File: config.mk
export PLATFORM = sky130hd
export DESIGN_NAME = multicycle_control_fsm
export DESIGN_NICKNAME = d
export VERILOG_FILES = /design/src/rtl/rv32_pkg.sv /design/src/rtl/mem_handshake_timer.sv /design/src/rtl/multicycle_control_fsm.sv
export SDC_FILE = /design/constraint.sdc
export NUM_CORES = 1
export LEC_CHECK = 0
export CORE_MARGIN = 2
export CORE_UTILIZATION = 47
export CTS_CLUSTER_SIZE = 30
export DETAILED_ROUTE_END_ITERATION = 10
export GPL_ROUTABILITY_DRIVEN = 0
export HOLD_SLACK_MARGIN = 0.05
export PLACE_DENSITY = 0.77
export SYNTH_ARGS = -nofsm -noshare
export SYNTH_HDL_FRONTEND = slang
export SYNTH_SLANG_ARGS = --single-unit
File: constraint.sdc
create_clock -name clk -period 4.1 [get_ports clk]
set_input_delay 0.615 -clock clk [delete_from_list [all_inputs] [get_ports clk]]
set_output_delay 0.615 -clock clk [all_outputs]
set_load 0.03 [all_outputs]
File: src/rtl/rv32_pkg.sv
// rv32_pkg: instruction-type codes, sequencer state encoding and pc/wb select codes shared with the decoder
package rv32_pkg;
  typedef enum logic [3:0] {
    IT_OP, IT_OPIMM, IT_BRANCH, IT_LUI, IT_JAL, IT_JALR, IT_LOAD, IT_STORE, IT_AUIPC, IT_UNSUP
  } itype_e;
  typedef enum logic [2:0] {S_FETCH, S_DECODE, S_EXECUTE, S_MEM, S_WB, S_TRAP} state_e;
  localparam logic [1:0] PC_PLUS4 = 2'd0;
  localparam logic [1:0] PC_IMM = 2'd1;
  localparam logic [1:0] PC_JALR = 2'd2;
  localparam logic [1:0] WB_ALU = 2'd0;
  localparam logic [1:0] WB_LOAD = 2'd1;
  localparam logic [1:0] WB_PC4 = 2'd2;
  localparam logic [1:0] WB_IMM = 2'd3;
endpackage

File: src/rtl/mem_handshake_timer.sv
// mem_handshake_timer: holds req while active, drops it for one cycle after TIMEOUT unacked req cycles
module mem_handshake_timer #(
  parameter int TIMEOUT = 16
) (
  input  logic clk,
  input  logic reset,
  input  logic active,
  input  logic ack,
  output logic req
);
  localparam int CW = $clog2(TIMEOUT);
  logic [CW-1:0] cnt_q, cnt_d;
  logic gap_q, gap_d, last;
  // an ack in the last allowed cycle completes the transfer, so only an unacked last cycle opens the gap
  always_comb begin
    req = active & ~gap_q;
    last = cnt_q == CW'(TIMEOUT - 1);
    gap_d = req & ~ack & last;
    cnt_d = (req & ~ack & ~last) ? cnt_q + 1'b1 : '0;
  end
  always_ff @(posedge clk) begin
    if (reset) begin
      cnt_q <= '0;
      gap_q <= 1'b0;
    end else begin
      cnt_q <= cnt_d;
      gap_q <= gap_d;
    end
  end
endmodule

File: src/rtl/multicycle_control_fsm.sv
// multicycle_control_fsm: RV32I fetch/decode/execute/mem/writeback sequencer; ILLEGAL_TRAP_EN enables sticky trap on unsupported ops
module multicycle_control_fsm
  import rv32_pkg::*;
#(
  parameter int MEM_TIMEOUT = 16,
  parameter int CNT_W = 32
) (
  input  logic             clk,
  input  logic             reset,
  input  logic [3:0]       iType,
  input  logic             werf,
  input  logic             brTaken,
  input  logic             imem_ack,
  input  logic             dmem_ack,
  output logic             imem_req,
  output logic             dmem_req,
  output logic             dmem_we,
  output logic             ir_we,
  output logic             pc_we,
  output logic [1:0]       pc_sel,
  output logic             rf_we,
  output logic [1:0]       wb_sel,
  output logic [2:0]       state_out,
  output logic             retire,
  output logic [CNT_W-1:0] instret,
  output logic             trap
);
  state_e state_q, state_d;
  logic [CNT_W-1:0] instret_q, instret_d;
  logic req, mem_active, mem_ack;
  logic is_br, is_ld, is_st, is_jal, is_jalr, is_lui, is_alu;
  assign mem_active = ~reset & (state_q == S_FETCH | state_q == S_MEM);
  assign mem_ack = (state_q == S_MEM) ? dmem_ack : imem_ack;
  mem_handshake_timer #(.TIMEOUT(MEM_TIMEOUT)) u_timer (
    .clk(clk), .reset(reset), .active(mem_active), .ack(mem_ack), .req(req)
  );
  always_comb begin
    is_br = iType == IT_BRANCH;
    is_ld = iType == IT_LOAD;
    is_st = iType == IT_STORE;
    is_jal = iType == IT_JAL;
    is_jalr = iType == IT_JALR;
    is_lui = iType == IT_LUI;
    is_alu = iType inside {IT_OP, IT_OPIMM, IT_LUI, IT_AUIPC, IT_JAL, IT_JALR};
  end
  // all enables are Mealy on state plus ack/iType/brTaken and forced low while reset is held
  always_comb begin
    state_d = state_q;
    imem_req = 1'b0;
    dmem_req = 1'b0;
    dmem_we = 1'b0;
    ir_we = 1'b0;
    pc_we = 1'b0;
    pc_sel = PC_PLUS4;
    rf_we = 1'b0;
    wb_sel = WB_ALU;
    retire = 1'b0;
    if (!reset) begin
      case (state_q)
        S_FETCH: begin
          imem_req = req;
          ir_we = req & imem_ack;
          state_d = ir_we ? S_DECODE : S_FETCH;
        end
        S_DECODE: state_d = S_EXECUTE;
        S_EXECUTE: begin
          if (is_br) begin
            pc_we = 1'b1;
            pc_sel = brTaken ? PC_IMM : PC_PLUS4;
            retire = 1'b1;
            state_d = S_FETCH;
          end else if (is_ld | is_st) begin
            state_d = S_MEM;
          end else if (is_alu) begin
            state_d = S_WB;
          end else begin
`ifdef ILLEGAL_TRAP_EN
            state_d = S_TRAP;
`else
            pc_we = 1'b1;
            retire = 1'b1;
            state_d = S_FETCH;
`endif
          end
        end
        S_MEM: begin
          dmem_req = req;
          dmem_we = req & is_st;
          pc_we = req & dmem_ack & is_st;
          retire = pc_we;
          state_d = (req & dmem_ack) ? (is_st ? S_FETCH : S_WB) : S_MEM;
        end
        S_WB: begin
          rf_we = werf;
          wb_sel = is_ld ? WB_LOAD : (is_jal | is_jalr) ? WB_PC4 : is_lui ? WB_IMM : WB_ALU;
          pc_sel = is_jal ? PC_IMM : is_jalr ? PC_JALR : PC_PLUS4;
          pc_we = 1'b1;
          retire = 1'b1;
          state_d = S_FETCH;
        end
        default: state_d = state_q;
      endcase
    end
    instret_d = instret_q + CNT_W'(retire);
  end
  always_ff @(posedge clk) begin
    if (reset) begin
      state_q <= S_FETCH;
      instret_q <= '0;
    end else begin
      state_q <= state_d;
      instret_q <= instret_d;
    end
  end
  assign state_out = reset ? 3'd0 : state_q;
  assign instret = reset ? '0 : instret_q;
`ifdef ILLEGAL_TRAP_EN
  assign trap = ~reset & (state_q == S_TRAP);
`else
  assign trap = 1'b0;
`endif
endmodule

* Word-level counts from Yosys, hierarchy flattened
Cells that the tools add are included.
** Storage, ports and cells
- Register bits after elaboration :: 40
- Output and inout port bits :: 47
** Operators by class
- Bitwise operators :: 17
- Add/subtract/negate cells :: 2
- Reductions and logical operators :: 5
- Muxes and demuxes :: 36
- Equal/unequal tests :: 13
** Operators with widths (number)
- adder 32 x 1 -> 32 bit :: 1
- 2-to-1 mux 32 bit :: 1
- 2-to-1 mux 1 bit :: 18
- 2-to-1 mux 3 bit :: 6
- == test 4 x 3 -> 1 bit (second input constant) :: 4
- 2-to-1 mux 2 bit :: 8
- case mux 3 bit (5 select lines) :: 1
- AND 1 bit :: 9
- == test 4 x 2 -> 1 bit (second input constant) :: 2
- == test 4 bit (second input constant) :: 2
- == test 3 x 2 -> 1 bit (second input constant) :: 2
- nonzero test 6 bit :: 1
- inverter 1 bit :: 5
- nonzero test 5 bit :: 1
- adder 4 x 1 -> 4 bit (second input constant) :: 1
- == test 4 x 1 -> 1 bit (second input constant) :: 1
- zero test 4 bit :: 1
- case mux 2 bit (2 select lines) :: 1
- == test 3 x 1 -> 1 bit (second input constant) :: 1
- == test 3 bit (second input constant) :: 1
- zero test 3 bit :: 1
- bitwise OR 1 bit :: 3
- case mux 1 bit (3 select lines) :: 1
- OR reduction 2 bit :: 1

* Longest topological paths before layout
- Depth in word-level cells :: 9
- Depth in mapped cells :: 12

* By module
Synthesis repeated with hierarchy kept, for this count alone.
** Second synthesis, totals
- Cell total of the unflattened synthesis :: 290
- Area, all modules :: 2304.7 sq um
** Modules (own cells, without submodules)
- multicycle_control_fsm :: cells an instance 269, instances 1, sequential area each 700.7 sq um, area an instance 2099.5 sq um
- mem_handshake_timer :: cells an instance 21, instances 1, sequential area each 100.1 sq um, area an instance 205.2 sq um

* Least setup slack after synthesis
Ideal clock, no wire load.
- Path type :: input to register
- Start point :: input port iType[0]
- End point :: register instret_q[22]
- Arrival :: 4.147 ns
- Setup time :: 0.121 ns
- Data required time :: 3.979 ns
- Setup slack :: -0.167 ns
- Cell stages on the path :: 12
- Path through :: clkbuf_1 -> or3b_2 -> a21oi_1 -> a31oi_1 -> o21ai_0 -> ha_1 -> ha_1 -> nand2_1 -> or4_1 -> clkbuf_1 -> nor3b_1 -> mux2_2
** On the way
- Word-level cells in the longest chain between the ends :: 8
- Elaborated cells between the ends (all ways) :: 18
- Classes of those cells :: add/sub (1); eq/ne (8); mux (5); bitwise (2); reduce/logical (2)
** RTL lines
- start: declaration :: line multicycle_control_fsm.sv:10 : input logic [3:0] iType,
- == test 4 x 1 -> 1 bit, or another cell as far along :: line multicycle_control_fsm.sv:44 : is_alu = iType inside {IT_OP, IT_OPIMM, IT_LUI, IT_AUIPC, IT_JAL, IT_JALR};
- nonzero test 6 bit :: line multicycle_control_fsm.sv:44
- 2-to-1 mux 1 bit (3 in a row)
- case mux 1 bit (3 select lines) *
- 2-to-1 mux 1 bit *
- via pc_we :: line multicycle_control_fsm.sv:19 : output logic pc_we,
- adder 32 x 1 -> 32 bit * :: line multicycle_control_fsm.sv:104 : instret_d = instret_q + CNT_W'(retire);
- end signal: assignment :: line multicycle_control_fsm.sv:112 : instret_q <= instret_d;
- end: declaration :: line multicycle_control_fsm.sv:29 : logic [CNT_W-1:0] instret_q, instret_d;
The timed path passes the listed nets; every way through them passes the cells marked *.
A chain may end at the register's enable or synchronous reset.

* Final worst setup path
- Start point :: input port iType[1]
- End point :: register instret_q[20]
** On the way
- Word-level cells in the longest chain between the ends :: 8
- Elaborated cells between the ends (all ways) :: 18
- Classes of those cells :: add/sub (1); eq/ne (8); mux (5); bitwise (2); reduce/logical (2)
** RTL lines
- == test 4 x 1 -> 1 bit, or another cell as far along :: line multicycle_control_fsm.sv:44
- nonzero test 6 bit :: line multicycle_control_fsm.sv:44
- 2-to-1 mux 1 bit :: line multicycle_control_fsm.sv:74 : end else if (is_alu) begin
- 2-to-1 mux 1 bit :: line multicycle_control_fsm.sv:72 : end else if (is_ld | is_st) begin
- 2-to-1 mux 1 bit :: line multicycle_control_fsm.sv:67 : if (is_br) begin
- case mux 1 bit (3 select lines) * :: line multicycle_control_fsm.sv:59 : case (state_q)
- 2-to-1 mux 1 bit * :: line multicycle_control_fsm.sv:58 : if (!reset) begin
- adder 32 x 1 -> 32 bit * :: line multicycle_control_fsm.sv:104
Mark *: on every way between the ends. The rest lies on a longest branch, timed or not.

==> metrics.yaml <==
yosys:
  synth-simple-area-share: 0.381
  synth_area_sq_mm: 0.00223
  synth_fp_nets: 293
  synth_warnings: 0
  ys_top_cells_by_area: "dfxtp_1, nor2b_1, mux2_2"
  ys_types: 40
  netlist.area_leader.share: 0.359
  synth-edff-count: 0
  synth_top_area_cell: "dfxtp_1"
  synth_fa_ha_area_frac: 0.0168
  synth_flop_cell: "dfxtp_1"
  synth_top_family_by_area: "simple AND/OR/NAND/NOR gates"
  avgSynthCellArea_sq_um: 7.96
  async_reset_ff_frac: 0
  synthMuxAreaShare: 0.0707
  netlist_instances: 280
  synthXorXnorAreaFrac: 0.0472
  yosys_register_bits: 40
  synth_compound_area_frac: 0.0797
  yosysSeqAreaShare: 0.359
clocking:
  clockBufferDepth: 2
  cts_buffers: 5
  cts_tree: "built"
  cts_sinks: 40
  htreeDepth: 2
  clk_latency_ns: 0.30
  cts-resized-gates: 0
  cts_setup_buffers: 0
  cts.reportedPaths.clkPinSlew_ns: 0.08
  cts-root-buf: "clkbuf_8"
  postCtsHoldBufs: 0
floorplanning:
  die_h_um: 72.9
  dieArea_sq_mm: 0.00531
  io_pins: 57
  coreArea_sq_mm: 0.00466
  start_util: 0.478
  num_rows: 25
  fp.dieW_um: 72.9
route:
  vias_per_cell: 5.24
  first_iter_violations: 91
  num_vias: 2035
  drc: 0
  dr.pass1.iters: 4
  wl_per_cell_um: 12.4
  wirelength_um: 4830
  antenna_left: 0
final_layout:
  multi_input_area_sq_mm: 0.00133
  seqCellArea_sq_um: 801
  fillers: 409
  antenna_cells: 0
  layout.cells.non_filler: 388
  drive_above_1_share: 0.111
  area_growth_pct: 32.7
  nets: 346
timing:
  drv_slew: 0
  finalHoldViolations: 0
  fin_crit_ns: 3.69
  fin_tns_setup_ns: 0
  rsz0062_at_grt: "no"
  fmax_mhz: 271
  fin_crit_sh: 0.901
  clock-skew-final_ns: 0.00297
  setup_viol: 0
worst_setup_path:
  required_ns: 4.29
  start_kind: "input port"
  crit_start: "iType[1]"
  crit-reg2reg-launch: "state_q[1]$_SDFFE_PP0P_"
  reg2regPathDepth: 11
  arrival_ns: 3.88
  crit_fanout: 7
  worstSetupEndpointType: "register"
  crit_type: "input port to register"
global_route:
  overflow: 0
  grt_max_degree: 42
  antenna_found_initial: 0
  grt_pass1_wl_um: 8200
  grt_pass1_vias: 1859
  grt_usage: 0.194
worst_hold_path:
  hold_path_class: "register to register"
  holdPathStages: 2
  hp-start: "instret_q[17]$_SDFF_PP0_"
power_and_ir_drop:
  powerDensity_mw_per_mm2: 275
  p_total_mw: 0.813
  ir_worst_vdd_uv: 168
  power.leakage_nw: 1.04
place:
  placedCellCount: 380
  port_buffers: 55
  dpl.hpwl_um: 3410
flow_run:
  max_cap_violations: 0
status:
  status: "complete, no violations"
==> final timing paths <==
path / end / slack (ns)
worst max-delay path: instret_q[20]$_SDFF_PP0_ / 0.41
worst min-delay path: instret_q[17]$_SDFF_PP0_ / 0.50
worst max register to register: instret_q[20]$_SDFF_PP0_ / 0.70
worst min register to register: instret_q[17]$_SDFF_PP0_ / 0.50
==> cell usage in the layout (no fill, tap or decap), types with 8 or more instances in the layout <==
cell type	instances
or3_1	8
buf_4	8
a21oi_1	15
dfxtp_1	40
xnor2_1	8
nor3_1	15
nor2_1	35
nand2_1	17
nor2b_1	35
o21ai_0	11
clkdlybuf4s50_1	54
mux2_2	13
==> critical path: stages <==
cell	delay (ns)
clkdlybuf4s50_1	0.47
or3b_2	0.44
a21oi_1	0.14
a31oi_1	0.06
o21ai_1	0.24
ha_1	0.22
ha_1	0.20
nand2_1	0.08
or4_1	0.66
buf_4	0.21
nor3_1	0.19
mux2_2	0.35
==> power by group <==
part           switching (mW)  internal, mW  leakage (nW)
Combinational          0.0354        0.0280         0.656
Clock                   0.140         0.215        0.0645
Sequential            0.00440         0.391         0.323
==> registers in the layout, summed over array words and instances, names as in the netlist <==
| name | cells |
|---|---|
| u_timer.gap_q | 1 |
| u_timer.cnt_q | 4 |
| instret_q | 32 |
| state_q | 3 |
==> through the flow <==
stage               utilization  worst slack [ns]  hold WS [ns]  instance area (sq um)
floorplan                     -             0.131         0.449                   2230
global placement          0.607             0.176         0.470                   2830
detailed placement        0.607            0.0996         0.485                   2830
CTS                       0.634             0.406         0.496                   2960
global route              0.634             0.148         0.536                   2960
finish                    0.634             0.406         0.497                   2960
==> synthesized netlist by cell type (all sizes together), types with 4 or more instances <==
cell	instances
nand4	6
and3	6
inv	7
or3	8
xnor2	8
nor3	15
dfxtp	40
nand3	7
a21oi	15
and4	4
clkbuf	13
xor2	4
nor2b	35
buf	4
nand2	17
o21ai	12
nor2	35
mux2	14
==> cell type report <==
cell class,count,share of cell area
Timing Repair Buffer,63,0.205
Clock buffer,7,0.0326
Sequential cell,40,0.271
Multi-Input combinational cell,216,0.450
Inverter,7,0.00889
Clock inverter,1,0.0102
Tap cell,54,0.0229
==> layer usage <==
| layer | share of wire | vias to the layer above | global-route usage | wire length [um] |
|---|---|---|---|---|
| met5 | 0 | - | 0 | 0 |
| met4 | 0.011 | 0 | 0.0617 | 52 |
| met3 | 0.041 | 4 | 0.0483 | 197 |
| met2 | 0.49 | 41 | 0.330 | 2380 |
| met1 | 0.45 | 925 | 0.241 | 2190 |
| li1 | - | 1065 | - | - |
==> cells by family (layout without fill, tap and decap cells) <==
| logic type | after synthesis | after routing |
|---|---|---|
| AND/OR/NAND/NOR | 153 | 153 |
| buffers and inverters | 24 | 78 |
| adder cells (fa/ha/maj) | 3 | 3 |
| AO/OA/AOI/OAI | 33 | 33 |
| flip-flops | 40 | 40 |
| XOR/XNOR | 12 | 12 |
| other | 1 | 1 |
| multiplexers | 14 | 14 |
Power figures use the tool's default switching activity.
==> edit 1 (same settings) <==
Add a define of `ILLEGAL_TRAP_EN`.
--- a/src/rtl/multicycle_control_fsm.sv
+++ b/src/rtl/multicycle_control_fsm.sv
@@ -1,3 +1,5 @@
 // multicycle_control_fsm: RV32I fetch/decode/execute/mem/writeback sequencer; ILLEGAL_TRAP_EN enables sticky trap on unsupported ops
+`define ILLEGAL_TRAP_EN
+
 module multicycle_control_fsm
   import rv32_pkg::*;
Formal check against the unedited RTL: not equivalent (Yosys sat finds a counterexample within 4 cycles, from zero or initial values and one cycle with reset high).
==> edit 1 against the original RTL <==
- setup slack better by 0.35 ns
- synthesized area about the same
- wire length down 2.5%
- sequential cell count unchanged
- first-iteration DRC count down 7.7%
- cell area down 0.59%
- total power up 0.52%
- count of clock-buffer cells in the layout down 2
- non-clock buffer count down 4
- critical path type unchanged
- critical endpoint is now instret_q[30]
==> edit 1: results (changes against the original RTL) <==
| Metric | Value |
|---|---|
| Status | `finished, final reports clean` |
| Clk pin slew, worst setup/hold paths | `0.08 ns (about the same)` |
| Largest cells by area after synthesis | `dfxtp_1 (36%), nor2b_1 (9.5%), nor2_1 (6.7%)` |
| Post-synthesis cell type count | `39 (-2.5%)` |
| Nets | `346 (unchanged)` |
| Worst IR Drop VDD | `0.208 mV (+24%)` |
| Crit path arrival time | `3.57 ns (-0.31 ns)` |
| Drt total wl | `4710 µm (-2.5%)` |
| Cts bufs inserted | `5 (unchanged)` |
| Post-CTS resize count | `0 (unchanged)` |
| Vias in the first global route | `1757 (-5.5%)` |
| CTS max path bufs | `2 (unchanged)` |
| Final hold viol count | `0 (unchanged)` |
| Ant. Diodes | `0 (unchanged)` |
| Largest registers | `instret_q (32), u_timer.cnt_q (4), state_q (3)` |
| Worst-Margin Slew | `0.497 ns` |
| Share of cells above drive strength 1 | `0.0811 (-0.0297)` |
| DRT Pass-1 Iters | `4 (unchanged)` |
| Worst min-delay path category | `flop to flop` |
| Clk root buf | `clkbuf_8` |
| Port bufs | `56 (+1.8%)` |
| Initial antenna violation count | `0 (unchanged)` |
| Switching Power | `0.166 mW (-7.4%)` |
| Post-CTS Setup Inserts | `0 (unchanged)` |
| Synth warn | `0 (unchanged)` |
| Asr flop ratio synth | `0 (unchanged)` |
| Crit-path max FO | `14 (+7)` |
| Worst skew pair latency | `0.29 ns` |
| 1st-iter DRT viols | `84 (-7.7%)` |
| Fillers | `425 (+3.9%)` |
| Post-Syn Nets | `298 (+1.7%)` |
| Vias per cell | `5.29 (+0.95%)` |
| Leak | `1.03 nW (-1.1%)` |
| H-tree Lvls | `2 (unchanged)` |
| Worst Skew | `0.00619 ns (+0.00322 ns)` |
| Commonest cells post-synth | `dfxtp_1 (40), nor2_1 (40), nor2b_1 (34)` |
| Largest net degree at the start of global routing | `52 (+24%)` |
| Final HPWL DP | `3430 µm (+0.70%)` |
| Total GRT Usage | `0.187 (-0.00675)` |
| First-pass GRT wire length | `7900 µm (-3.6%)` |
| Setup-failing EPs final | `0 (unchanged)` |
| Post-synthesis sequential area ratio | `0.359 (about the same)` |
## edit 1: changes by cell type in the layout (fill, tap and decap cells not counted), moves of 3 or more
cell / unedited run / this run
a21oi_1: 15 / 11
buf_4: 8 / 3
nand2_1: 17 / 12
nand3_1: 7 / 16
nor2_1: 35 / 40
nor3_1: 15 / 19
xor2_1: 4 / 7
## edit 1: layout make-up
| cell class | count | area (µm²) | area share |
|---|---|---|---|
| Inverter | 8 | 30.0 | 0.0102 |
| Tap cell | 54 | 67.6 | 0.0230 |
| Timing Repair Buffer | 59 | 578 | 0.197 |
| Sequential cell | 40 | 801 | 0.272 |
| Clock buffer | 5 | 68.8 | 0.0234 |
| Clock inverter | 2 | 60.1 | 0.0204 |
| Multi-Input combinational cell | 219 | 1330 | 0.454 |
## edit 1: power groups by stage
stage	registers, mW	logic (mW)	clock network (mW)
4_1_cts	0.394	0.0529	0.381
5_1_grt	0.394	0.0588	0.395
6_report	0.394	0.0525	0.371
3_3_place_gp	0.403	0.0520	0
2_1_floorplan	0.400	0.0354	0
3_5_place_dp	0.403	0.0524	0
## edit 1: routing by layer
metal	vias to the layer above	share of wire	track usage
met5	-	0	0
met4	0	0.017	0.0864
met3	6	0.034	0.0345
met2	43	0.47	0.285
met1	927	0.48	0.257
li1	1073	-	-
## edit 1: critical path, stage by stage
cell and delay [ns]:
clkdlybuf4s50_1 0.55, nor3_1 0.23, a41oi_1 0.08, o41ai_2 0.40, ha_1 0.28, ha_1 0.25
and3_1 0.21, nand4_1 0.11, buf_4 0.19, or4_1 0.50, a21oi_1 0.14
## edit 1: metrics by stage
stage,area [µm²],worst slack [ns],utilization,total power [mW],instances
floorplan,2240,0.234,-,0.436,285
global placement,2810,0.548,0.603,0.455,380
detailed placement,2810,0.467,0.603,0.455,380
CTS,2940,0.771,0.631,0.828,387
global route,2940,0.492,0.631,0.848,387
finish,2940,0.759,0.631,0.817,387
## edit 1: logic make-up after synthesis
| group | count (synthesis) | synth area share |
|---|---|---|
| simple gates | 161 | 0.386 |
| flops | 40 | 0.359 |
| compound gates | 29 | 0.0752 |
| buf+inv | 26 | 0.0460 |
| xor+xnor | 13 | 0.0511 |
| mux | 13 | 0.0657 |
| fa+ha+maj | 3 | 0.0168 |
## edit 1: worst paths after layout
kind	startpoint	to	slack, ns	depth (start not counted)
worst max register to register	state_q[1]	instret_q[30]	0.83	11
worst max-delay path	iType[0]	instret_q[30]	0.76	11
worst min register to register	u_timer.cnt_q[0]	u_timer.cnt_q[0]	0.49	1
worst min-delay path	u_timer.cnt_q[0]	u_timer.cnt_q[0]	0.49	1
==> edit 2 (config.mk and constraints unchanged) <==
Made on the original files. Reset style: asynchronous (`reset`), changed in 2 clocked blocks.
--- a/src/rtl/mem_handshake_timer.sv
+++ b/src/rtl/mem_handshake_timer.sv
@@ -19,5 +19,5 @@
     cnt_d = (req & ~ack & ~last) ? cnt_q + 1'b1 : '0;
   end
-  always_ff @(posedge clk) begin
+  always_ff @(posedge clk or posedge reset) begin
     if (reset) begin
       cnt_q <= '0;
--- a/src/rtl/multicycle_control_fsm.sv
+++ b/src/rtl/multicycle_control_fsm.sv
@@ -104,5 +104,5 @@
     instret_d = instret_q + CNT_W'(retire);
   end
-  always_ff @(posedge clk) begin
+  always_ff @(posedge clk or posedge reset) begin
     if (reset) begin
       state_q <= S_FETCH;
Formal check against the unedited RTL: no difference found for any inputs over 10 cycles, from zero or initial values and one cycle with reset high; that may be too few to reach the edited logic, so the function may still have changed.
==> edit 2 against the original RTL <==
- sequential cell count stayed put
- critical endpoint is now instret_q[28]
- wire length up 1.2%
- setup slack gained 0.17 ns
- largest cell class unchanged
- synthesized area is 5.4% higher
- cell area rose by 3.3%
Power is not compared: it rests on default switching activity, and its combinational part moved more than twofold at a synthesized area within 25%.
==> edit 2: results (changes against the original RTL) <==
| Metric | Value |
|---|---|
| Post-Syn Nets | `264 (-9.9%)` |
| Commonest cells post-synth | `dfrtp_1 (40), nor2b_1 (39), nand2_1 (19), xnor2_1 (19)` |
| Hold Path Origin | `instret_q[31]` |
| Post-synthesis cell type count | `41 (+2.5%)` |
| Vias in the first global route | `1827 (-1.7%)` |
| Main synth FF type | `dfrtp_1` |
| Crit path arrival time | `3.74 ns (-0.14 ns)` |
| Max-cap viol count | `0 (unchanged)` |
| Reg2reg setup slack | `1.12 ns (+0.42 ns)` |
| Reg-to-Reg End | `instret_q[28]` |
| Fillers | `397 (-2.9%)` |
| Via count | `1936 (-4.9%)` |
| Nets | `316 (-8.7%)` |
| First-pass GRT wire length | `8200 µm (unchanged)` |
| Largest cells by area after synthesis | `dfrtp_1 (43%), nor2b_1 (10%), xnor2_1 (7.1%)` |
| Total GRT Usage | `0.189 (-0.00469)` |
| Critical R2R Launch | `state_q[0]` |
| Hold slack | `0.486 ns (-0.0114 ns)` |
| Status | `finished, final reports clean` |
| WHS Endpoint | `instret_q[31]` |
| Worst r2r path cells | `9 (-2)` |
| Routed WL per cell | `13.2 µm (+5.8%)` |
| Asr flop ratio synth | `1.00 (+1.00)` |
| Drt total wl | `4880 µm (+1.2%)` |
| Post-synthesis sequential area ratio | `0.426 (+0.0666)` |
| Share of cells above drive strength 1 | `0.0888 (-0.0220)` |
==> edit 2: how the worst max path moves through the flow <==
stage                               end      from  depth (start not counted)  slack (ns)
after CTS                 instret_q[28]  iType[2]                         11        0.57
after global routing      instret_q[30]  iType[2]                         11        0.35
after detailed placement  instret_q[18]  iType[2]                         11        0.28
final                     instret_q[28]  iType[2]                         11        0.58
after global placement    instret_q[28]  iType[2]                         11        0.35
after floorplan           instret_q[28]  iType[0]                         12        0.39
==> edit 2: critical path, cell delays in order <==
cell             delay [ns]
clkdlybuf4s50_1        0.54
or3b_2                 0.48
a21oi_1                0.12
o21ai_0                0.10
a21oi_1                0.27
ha_1                   0.26
ha_1                   0.23
inv_1                  0.07
or4_4                  0.65
nor4_4                 0.25
xor2_1                 0.16
==> edit 2: per-layer routing <==
layer	up-vias	wire length [µm]	global-route usage
li1	955	-	-
met1	919	2290	0.256
met2	55	2280	0.308
met3	7	252	0.0361
met4	0	65	0.0655
met5	-	0	0
==> edit 2: through the flow <==
step / util / worst slack [ns] / area, µm² / total power [mW]
after floorplan: - / 0.390 / 2350 / 0.659
after global placement: 0.614 / 0.354 / 2940 / 0.746
after detailed placement: 0.614 / 0.277 / 2940 / 0.751
after CTS: 0.638 / 0.565 / 3060 / 1.08
after global routing: 0.638 / 0.353 / 3060 / 1.13
final: 0.638 / 0.576 / 3060 / 1.07
==> edit 2: kinds of logic (layout without fill, tap and decap cells) <==
family          Yosys count  after routing  synth area share
xor+xnor                 32             32             0.119
compound gates           20             20            0.0506
fa+ha+maj                 3              3            0.0160
buf+inv                  20             73            0.0383
simple gates            135            135             0.348
other cells               1              1           0.00160
flops                    40             40             0.426
==> edit 2: power groups by stage <==
stage | registers [mW] | clock network (mW) | logic (mW)
floorplan | 0.456 | 0 | 0.203
global placement | 0.495 | 0 | 0.251
detailed placement | 0.496 | 0 | 0.255
CTS | 0.488 | 0.336 | 0.256
global route | 0.499 | 0.354 | 0.278
finish | 0.490 | 0.326 | 0.252
==> edit 2: final cells by class <==
type                            count  area (µm²)  share of cell area
Multi-Input combinational cell    191        1260               0.412
Inverter                            6        22.5             0.00737
Clock inverter                      3        47.5              0.0156
Timing Repair Buffer               59         573               0.188
Tap cell                           67        83.8              0.0274
Sequential cell                    40        1000               0.328
Clock buffer                        5        68.8              0.0225
